File: config.mk
export PLATFORM = sky130hd
export DESIGN_NAME = rolling_scanner
export DESIGN_NICKNAME = d
export VERILOG_FILES = /design/src/rtl/rolling_scanner.sv
export SDC_FILE = /design/constraint.sdc
export NUM_CORES = 1
export LEC_CHECK = 0
export ABC_AREA = 1
export BUFFER_PORTS_ARGS = -buffer_cell sky130_fd_sc_hd__buf_4
export CORE_ASPECT_RATIO = 1.75
export CORE_MARGIN = 2
export CORE_UTILIZATION = 39
export DETAILED_ROUTE_END_ITERATION = 12
export HOLD_SLACK_MARGIN = 0.12
export PLACE_DENSITY = 0.6
export SETUP_SLACK_MARGIN = 0.02
export SYNTH_ARGS = -nofsm -noshare
export SYNTH_HDL_FRONTEND = slang
export SYNTH_SLANG_ARGS = --single-unit
File: constraint.sdc
create_clock -name clk -period 18.9 [get_ports clk]
set_input_delay 0.945 -clock clk [delete_from_list [all_inputs] [get_ports clk]]
set_output_delay 0.945 -clock clk [all_outputs]
set_load 0.02 [all_outputs]
File: src/rtl/rolling_scanner.sv
// Upstream stage of the rolling 7-segment display. It holds a message of 5-bit codes,
// scrolls it across DIGITS positions and time-multiplexes the digits with an active-low anode.
module rolling_scanner #(
    parameter int DIGITS    = 8,
    parameter int MSG_LEN   = 16,
    parameter int SCAN_DIV  = 100000,
    parameter int SHIFT_DIV = 50000000
) (
    input  logic                         clk,
    input  logic                         rst,
    input  logic                         run,
    input  logic                         wr_en,
    input  logic [$clog2(MSG_LEN)-1:0]   wr_addr,
    input  logic [4:0]                   wr_code,
    input  logic [$clog2(MSG_LEN):0]     len,
    output logic [4:0]                   code,
    output logic [DIGITS-1:0]            an,
    output logic [$clog2(MSG_LEN)-1:0]   offset,
    output logic                         wrap
);

    localparam int AW  = $clog2(MSG_LEN);
    localparam int LW  = AW + 1;
    localparam int DW  = $clog2(DIGITS);
    localparam int SCW = $clog2(SCAN_DIV);
    localparam int SHW = $clog2(SHIFT_DIV);
    localparam int SW  = $clog2(MSG_LEN + DIGITS) + 1;

    logic [SCW-1:0]    scan_cnt_q, scan_cnt_d;
    logic [SHW-1:0]    shift_cnt_q, shift_cnt_d;
    logic [DW-1:0]     digit_q, digit_d;
    logic [AW-1:0]     offset_q, offset_d;
    logic              wrap_q, wrap_d;
    logic [4:0]        code_q, code_d;
    logic [DIGITS-1:0] an_q, an_d;
    logic [4:0]        msg_q [MSG_LEN];

    logic              blank;
    logic              scan_tc;
    logic              shift_tc;
    logic [LW-1:0]     eff_len;
    logic [LW-1:0]     div_len;
    logic [SW-1:0]     pos_sum;
    logic [AW-1:0]     rd_idx;

    // NOTE: every always_comb output gets a default first so no path can infer a latch.
    always_comb begin
        blank    = (len == '0);
        eff_len  = (len > LW'(MSG_LEN)) ? LW'(MSG_LEN) : len;
        div_len  = blank ? LW'(1) : eff_len;
        scan_tc  = (scan_cnt_q == SCW'(SCAN_DIV - 1));
        shift_tc = (shift_cnt_q == SHW'(SHIFT_DIV - 1));

        scan_cnt_d = scan_tc ? '0 : scan_cnt_q + 1'b1;
        digit_d    = digit_q;
        if (scan_tc) begin
            digit_d = (digit_q == DW'(DIGITS - 1)) ? '0 : digit_q + 1'b1;
        end

        shift_cnt_d = shift_cnt_q;
        if (run) begin
            shift_cnt_d = shift_tc ? '0 : shift_cnt_q + 1'b1;
        end

        // An out-of-range offset after a length change is snapped back silently and
        // overrides any scroll step landing on the same edge.
        offset_d = offset_q;
        wrap_d   = 1'b0;
        if (blank || (LW'(offset_q) >= eff_len)) begin
            offset_d = '0;
        end else if (run && shift_tc) begin
            if (LW'(offset_q) + 1'b1 >= eff_len) begin
                offset_d = '0;
                wrap_d   = 1'b1;
            end else begin
                offset_d = offset_q + 1'b1;
            end
        end

        // The leftmost digit (highest index) shows msg[offset]; the exact modulo lets
        // short messages repeat across the display.
        pos_sum = SW'(offset_q) + SW'(DIGITS - 1) - SW'(digit_q);
        rd_idx  = AW'(pos_sum % SW'(div_len));
        code_d  = blank ? 5'd0 : msg_q[rd_idx];
        an_d    = ~(DIGITS'(1) << digit_q);
    end

    // NOTE: sequential state uses non-blocking assignments so every register samples pre-edge values.
    always_ff @(posedge clk) begin
        if (rst) begin
            scan_cnt_q  <= '0;
            shift_cnt_q <= '0;
            digit_q     <= '0;
            offset_q    <= '0;
            wrap_q      <= 1'b0;
            code_q      <= 5'd0;
            an_q        <= ~DIGITS'(1);
            // NOTE: the message store is cleared by reset, so it is built from flops rather than RAM.
            for (int i = 0; i < MSG_LEN; i++) begin
                msg_q[i] <= 5'd0;
            end
        end else begin
            scan_cnt_q  <= scan_cnt_d;
            shift_cnt_q <= shift_cnt_d;
            digit_q     <= digit_d;
            offset_q    <= offset_d;
            wrap_q      <= wrap_d;
            code_q      <= code_d;
            an_q        <= an_d;
            if (wr_en) begin
                msg_q[wr_addr] <= wr_code;
            end
        end
    end

    assign code   = code_q;
    assign an     = an_q;
    assign offset = offset_q;
    assign wrap   = wrap_q;

endmodule

# [Yosys cells after proc, flatten, opt, wreduce, memory -nomap -nowiden]
# Memories as Yosys holds them, arrays and structs flattened. A register that Yosys moved wholly into a read port is not among the register bits.
# Index checks and enable logic that the tools add are counted.
[word_totals] register_bits=59 ram_bits=80 wordCells=46 mem_count=1
[classes] add_sub_neg=7 div_mod_pow=1 magnitude_cmp=3 eq_ne=3 n_shift=1 mux=14 bitwise=2 reduce_logical=8
[mem_list] memory="msg_q" words=16 width=5 rd=1 rd_ports_with_merged_regs=1 write_ports=16 line="36" rtl="logic [4:0] msg_q [MSG_LEN];"
[ops] operator="26-bit by 1-bit adder with 26-bit output, second input constant" n=1
[ops] operator="26-bit equality test, second input constant" n=1
[ops] operator="26-bit two-way mux" n=1
[ops] operator="17-bit by 1-bit adder with 17-bit output, second input constant" n=1
[ops] operator="17-bit equality test, second input constant" n=1
[ops] operator="5-bit two-way mux" n=3
[ops] operator="4-bit two-way mux" n=2
[ops] operator="8-bit inverter" n=1
[ops] operator="1-bit by 3-bit left shift with 8-bit output, first input constant" n=1
[ops] operator="1-bit two-way mux" n=7
[ops] operator="6-bit by 5-bit modulo with 6-bit output" n=1
[ops] operator="2-bit OR reduction" n=3
[ops] operator="5-bit by 3-bit subtractor with 6-bit output" n=1
[ops] operator="4-bit by 1-bit adder with 5-bit output, second input constant" n=1
[ops] operator="4-bit by 3-bit adder with 5-bit output, second input constant" n=1
[ops] operator="4-bit by 5-bit greater-or-equal comparator with 1-bit output" n=1
[ops] operator="5-bit greater-or-equal comparator" n=1
[ops] operator="5-bit > comparator, second input constant" n=1
[ops] operator="5-bit zero test" n=1
[ops] operator="5-bit OR reduction" n=1
[ops] operator="4-bit by 1-bit adder with 4-bit output, second input constant" n=1
[ops] operator="3-bit by 1-bit adder with 3-bit output, second input constant" n=1
[ops] operator="3-bit equality test, second input constant" n=1
[ops] operator="3-bit two-way mux" n=1
[ops] operator="other kinds (4)" n=4

# [Logic depth before layout (Yosys ltp)]
[depth] ltp_word=5 depth_mapped=48 mapped_depth_nobuf=47

# [Worst setup path after synthesis]
# Ideal clock, no wire load.
[synth_timing] kind="input port to flip-flop" start="input len[0]" end="register code_q[2] (netlist: code[2]), read port of msg_q" arrival_ps=6893 t_required_ps=18777 setup_slack_ps=11884 cell_stages=42 n_path_buf=1 cell_sequence="nor4_1 nand2_1 nand2_1 inv_1 ha_1 o21ai_0 nand2_1 nand2_1 o21ai_0 ha_1 nand2_1 nand3_1 nand2_1 nand2_1 nand2_1 o21ai_0 ha_1 nand2_1 [6 not listed] nand2_2 nand2_2 a21oi_4 nand2_1 o21ai_1 inv_2 fa_1 nand2_1 a21oi_1 o21bai_1 a21oi_2 nand3_4 nand2_1 o21ai_1 clkbuf_1 nand3_1 nand3_1 a21oi_1"
[synth_between] elab_chain_len=4
[synth_lines] item="start: declaration" line="15" rtl="input logic [$clog2(MSG_LEN):0] len,"
[synth_lines] item="5-bit > comparator" line="49" rtl="eff_len = (len > LW'(MSG_LEN)) ? LW'(MSG_LEN) : len;"
[synth_lines] item="5-bit two-way mux" line="49"
[synth_lines] item="5-bit two-way mux" line="50" rtl="div_len = blank ? LW'(1) : eff_len;"
[synth_lines] item="6-bit by 5-bit modulo with 6-bit output" line="83" rtl="rd_idx = AW'(pos_sum % SW'(div_len));"
[synth_lines] item="end: declaration" line="34" rtl="logic [4:0] code_q, code_d;"
# Parallel ways exist; a longest one is shown, timed or not.
# A chain may end at the register's enable or synchronous reset.

# [Worst setup path after layout]
[layout_timing] start="input len[0]" end="register code_q[0] (netlist: code[0]), read port of msg_q"
# The elaborated chain is that of the path after synthesis.

==> impl_metrics.env <==
export IMPL_status="complete, no violations"
export IMPL_grt_pass1_wl_um=31800
export IMPL_required_ns=19.25
export IMPL_hold_depth=1
export IMPL_synthToLayoutAreaGrowth_pct=13.2
export IMPL_power_density_nw_per_um2=108
export IMPL_antenna_cells=0
export IMPL_antenna_found_initial=0
export IMPL_hp_start="scan_cnt_q[0]"
export IMPL_fp_coreArea_um2=20200
export IMPL_regToRegEndpoint="code[0]"
export IMPL_tritoncts="done"
export IMPL_synth_edff_count=80
export IMPL_r2r_cells=43
export IMPL_grt_use_total_pct=18.9
export IMPL_ir_drop_mv=0.0725
export IMPL_dieHeight_um=193
export IMPL_grt_ovfl_total=0
export IMPL_grt_max_degree=31
export IMPL_drc_errors=0
export IMPL_cp_max_fo=11
export IMPL_dp_hpwl_um=14700
export IMPL_postSynthAreaPerCell_um2=8.14
export IMPL_multi_input_area_um2=3560
export IMPL_synth_area_um2=7960
export IMPL_fin_crit_ns=8.42
export IMPL_cts_hold_buf=0
export IMPL_clk_transition_reported_paths_ns=0.06
export IMPL_crit_top_cell="nand2_1"
export IMPL_fp_dieW_um=112
export IMPL_ys_ff_latch=144
export IMPL_r2r_start="digit_q[2]"
export IMPL_power_total_uw=976
export IMPL_p_leak_uw=0.00389
export IMPL_skew_ns=0.0124
export IMPL_drv_cap=0
export IMPL_critical_path_arrival_ns=8.77
export IMPL_drt_iter0_drc=338
export IMPL_finalSetupViolCount=0
export IMPL_synthCells=978
export IMPL_drv_slew=0
export IMPL_tightestPinTransition_ns=0.993
export IMPL_mostFrequentLayoutCell="nand2_1"
export IMPL_synth_top_area_cell="edfxtp_1"
export IMPL_wl_per_cell_um=15.5
export IMPL_critPathMaxStageDelay_ns=0.81
export IMPL_end_kind="flip-flop"
export IMPL_wirelength_um=19700
export IMPL_post_cts_buffers=0
export IMPL_cts_root_buf="clkbuf_16"
export IMPL_place_gp_congestion=0.858
export IMPL_port_buffers=35
export IMPL_layout_common_cells="nand2_1, inv_1, nor2_1"
export IMPL_clock_sinks=144
export IMPL_cts_inserted_buffers=17
export IMPL_fp_row_count=69
export IMPL_startpoint="len[0]"
export IMPL_final_nets=1073
export IMPL_path_class="in2reg"
export IMPL_hold_end="scan_cnt_q[0]"
export IMPL_yosysUniqueCellTypes=46
export IMPL_synth_top_cell_area_share_pct=30.2
export IMPL_cts_resized_gates=0
export IMPL_start_util_pct=39.4
export IMPL_clk_path_buf_depth=2
export IMPL_grt_pass1_vias=6643
export IMPL_slew_headroom_pct=33.3
export IMPL_drtPass1Iterations=6
export IMPL_fin_tns_setup_ns=0
export IMPL_drive_above_1_share_pct=9.31
export IMPL_hold_viol=0
export IMPL_rsz0062_at_grt="false"
export IMPL_async_flop_share_pct=0
export IMPL_ctsHtreeMaxLevel=4
export IMPL_vias=6529
export IMPL_ios=36
export IMPL_synth_nets=1043
export IMPL_hp_class="reg2reg"
export IMPL_worstSetupStartpointType="input pin"
export IMPL_synthFlopType="edfxtp_1"
export IMPL_regToRegSetupSlack_ns=10.61
export IMPL_ys_warn_count=0
export IMPL_die_area_um2=21600
export IMPL_drtAntennaViolNets=0
export IMPL_max_freq_mhz=119
export IMPL_crit_path_top_delay_cell="o21ai_1"
export IMPL_yosysSeqAreaShare_pct=46.3
export IMPL_regArea_um2=3680
export IMPL_synthTopCellsByArea="edfxtp_1, dfxtp_1, nand2_1"
export IMPL_min_period_over_period_pct=44.5
export IMPL_avgViaCountPerCell=5.15
export IMPL_n_fill_cell=2064
export IMPL_clk_latency_ns=0.43
## state kept, by name, indices dropped and copies added (netlist names)
register and flops:
code 5, offset 4, msg_q 80, digit_q 3
an 8, scan_cnt_q 17, wrap 1, shift_cnt_q 26
## final cells by class
class | count | area share [%]
Sequential cell | 144 | 40.9
Multi-Input combinational cell | 655 | 39.5
Inverter | 154 | 6.41
Clock buffer | 17 | 4.72
Tap cell | 248 | 3.44
Timing Repair Buffer | 36 | 3.00
Clock inverter | 14 | 2.01
## critical path: cells and delay by family
kind | cells | cell delay, ns
compound gates | 13 | 2.98
fa+ha+maj | 5 | 1.65
buf+inv | 3 | 0.61
simple gates | 22 | 2.56
## stage by stage
step	utilization, %	hold slack, ns	area (um^2)	cells	setup WS, ns
6_report	44.6	0.452	9010	1268	10.48
5_1_grt	44.6	0.499	9010	1268	9.81
4_1_cts	44.6	0.459	9010	1268	10.54
3_5_place_dp	41.6	0.445	8410	1237	10.11
3_3_place_gp	41.6	0.440	8410	1237	10.31
2_1_floorplan	-	0.418	7960	978	11.88
## synthesized netlist by cell type, types with 2 or more instances
cell type,instances
buf_4,3
o21ai_0,31
nand2_1,175
inv_2,5
xnor2_1,6
nand3_1,104
edfxtp_1,80
nor3_1,20
nand2_2,6
clkbuf_1,12
nor2_2,2
nor4_1,8
nand2_4,2
nor2_1,134
a21oi_1,37
a21oi_2,2
nand4_1,9
a211oi_1,5
buf_6,3
a31oi_1,2
xor2_1,15
o21ai_1,3
inv_1,149
o21ai_2,2
o21a_1,3
nor3b_1,2
or2_2,2
ha_1,45
o21bai_1,2
fa_1,2
buf_2,6
dfxtp_1,64
nand3_2,2
nand3b_1,23
## worst max path at each step
stage,to,slack (ns),cells past startpoint
floorplan,code[2],11.88,42
global placement,code[0],10.31,41
detailed placement,code[3],10.11,43
CTS,code[3],10.54,43
global route,code[1],9.81,43
finish,code[0],10.48,43
## layer usage
layer / wire, um / track usage (%)
met4: 777 / 10.3
met1: 7220 / 18.6
met5: 0 / 0
met3: 750 / 3.72
met2: 10900 / 36.8
## where the power goes
group          internal (uW)  switching [uW]
registers                345            4.89
logic                   86.7             188
clock network            210             141
total                    642             335
## cells by family after synthesis
group	share of synthesized area, %
simple gates	28.0
fa+ha+maj	7.58
xor+xnor	2.31
other cells	0.0471
compound gates	6.81
buf+inv	8.96
flops	46.3
Power figures use the tool's default switching activity.
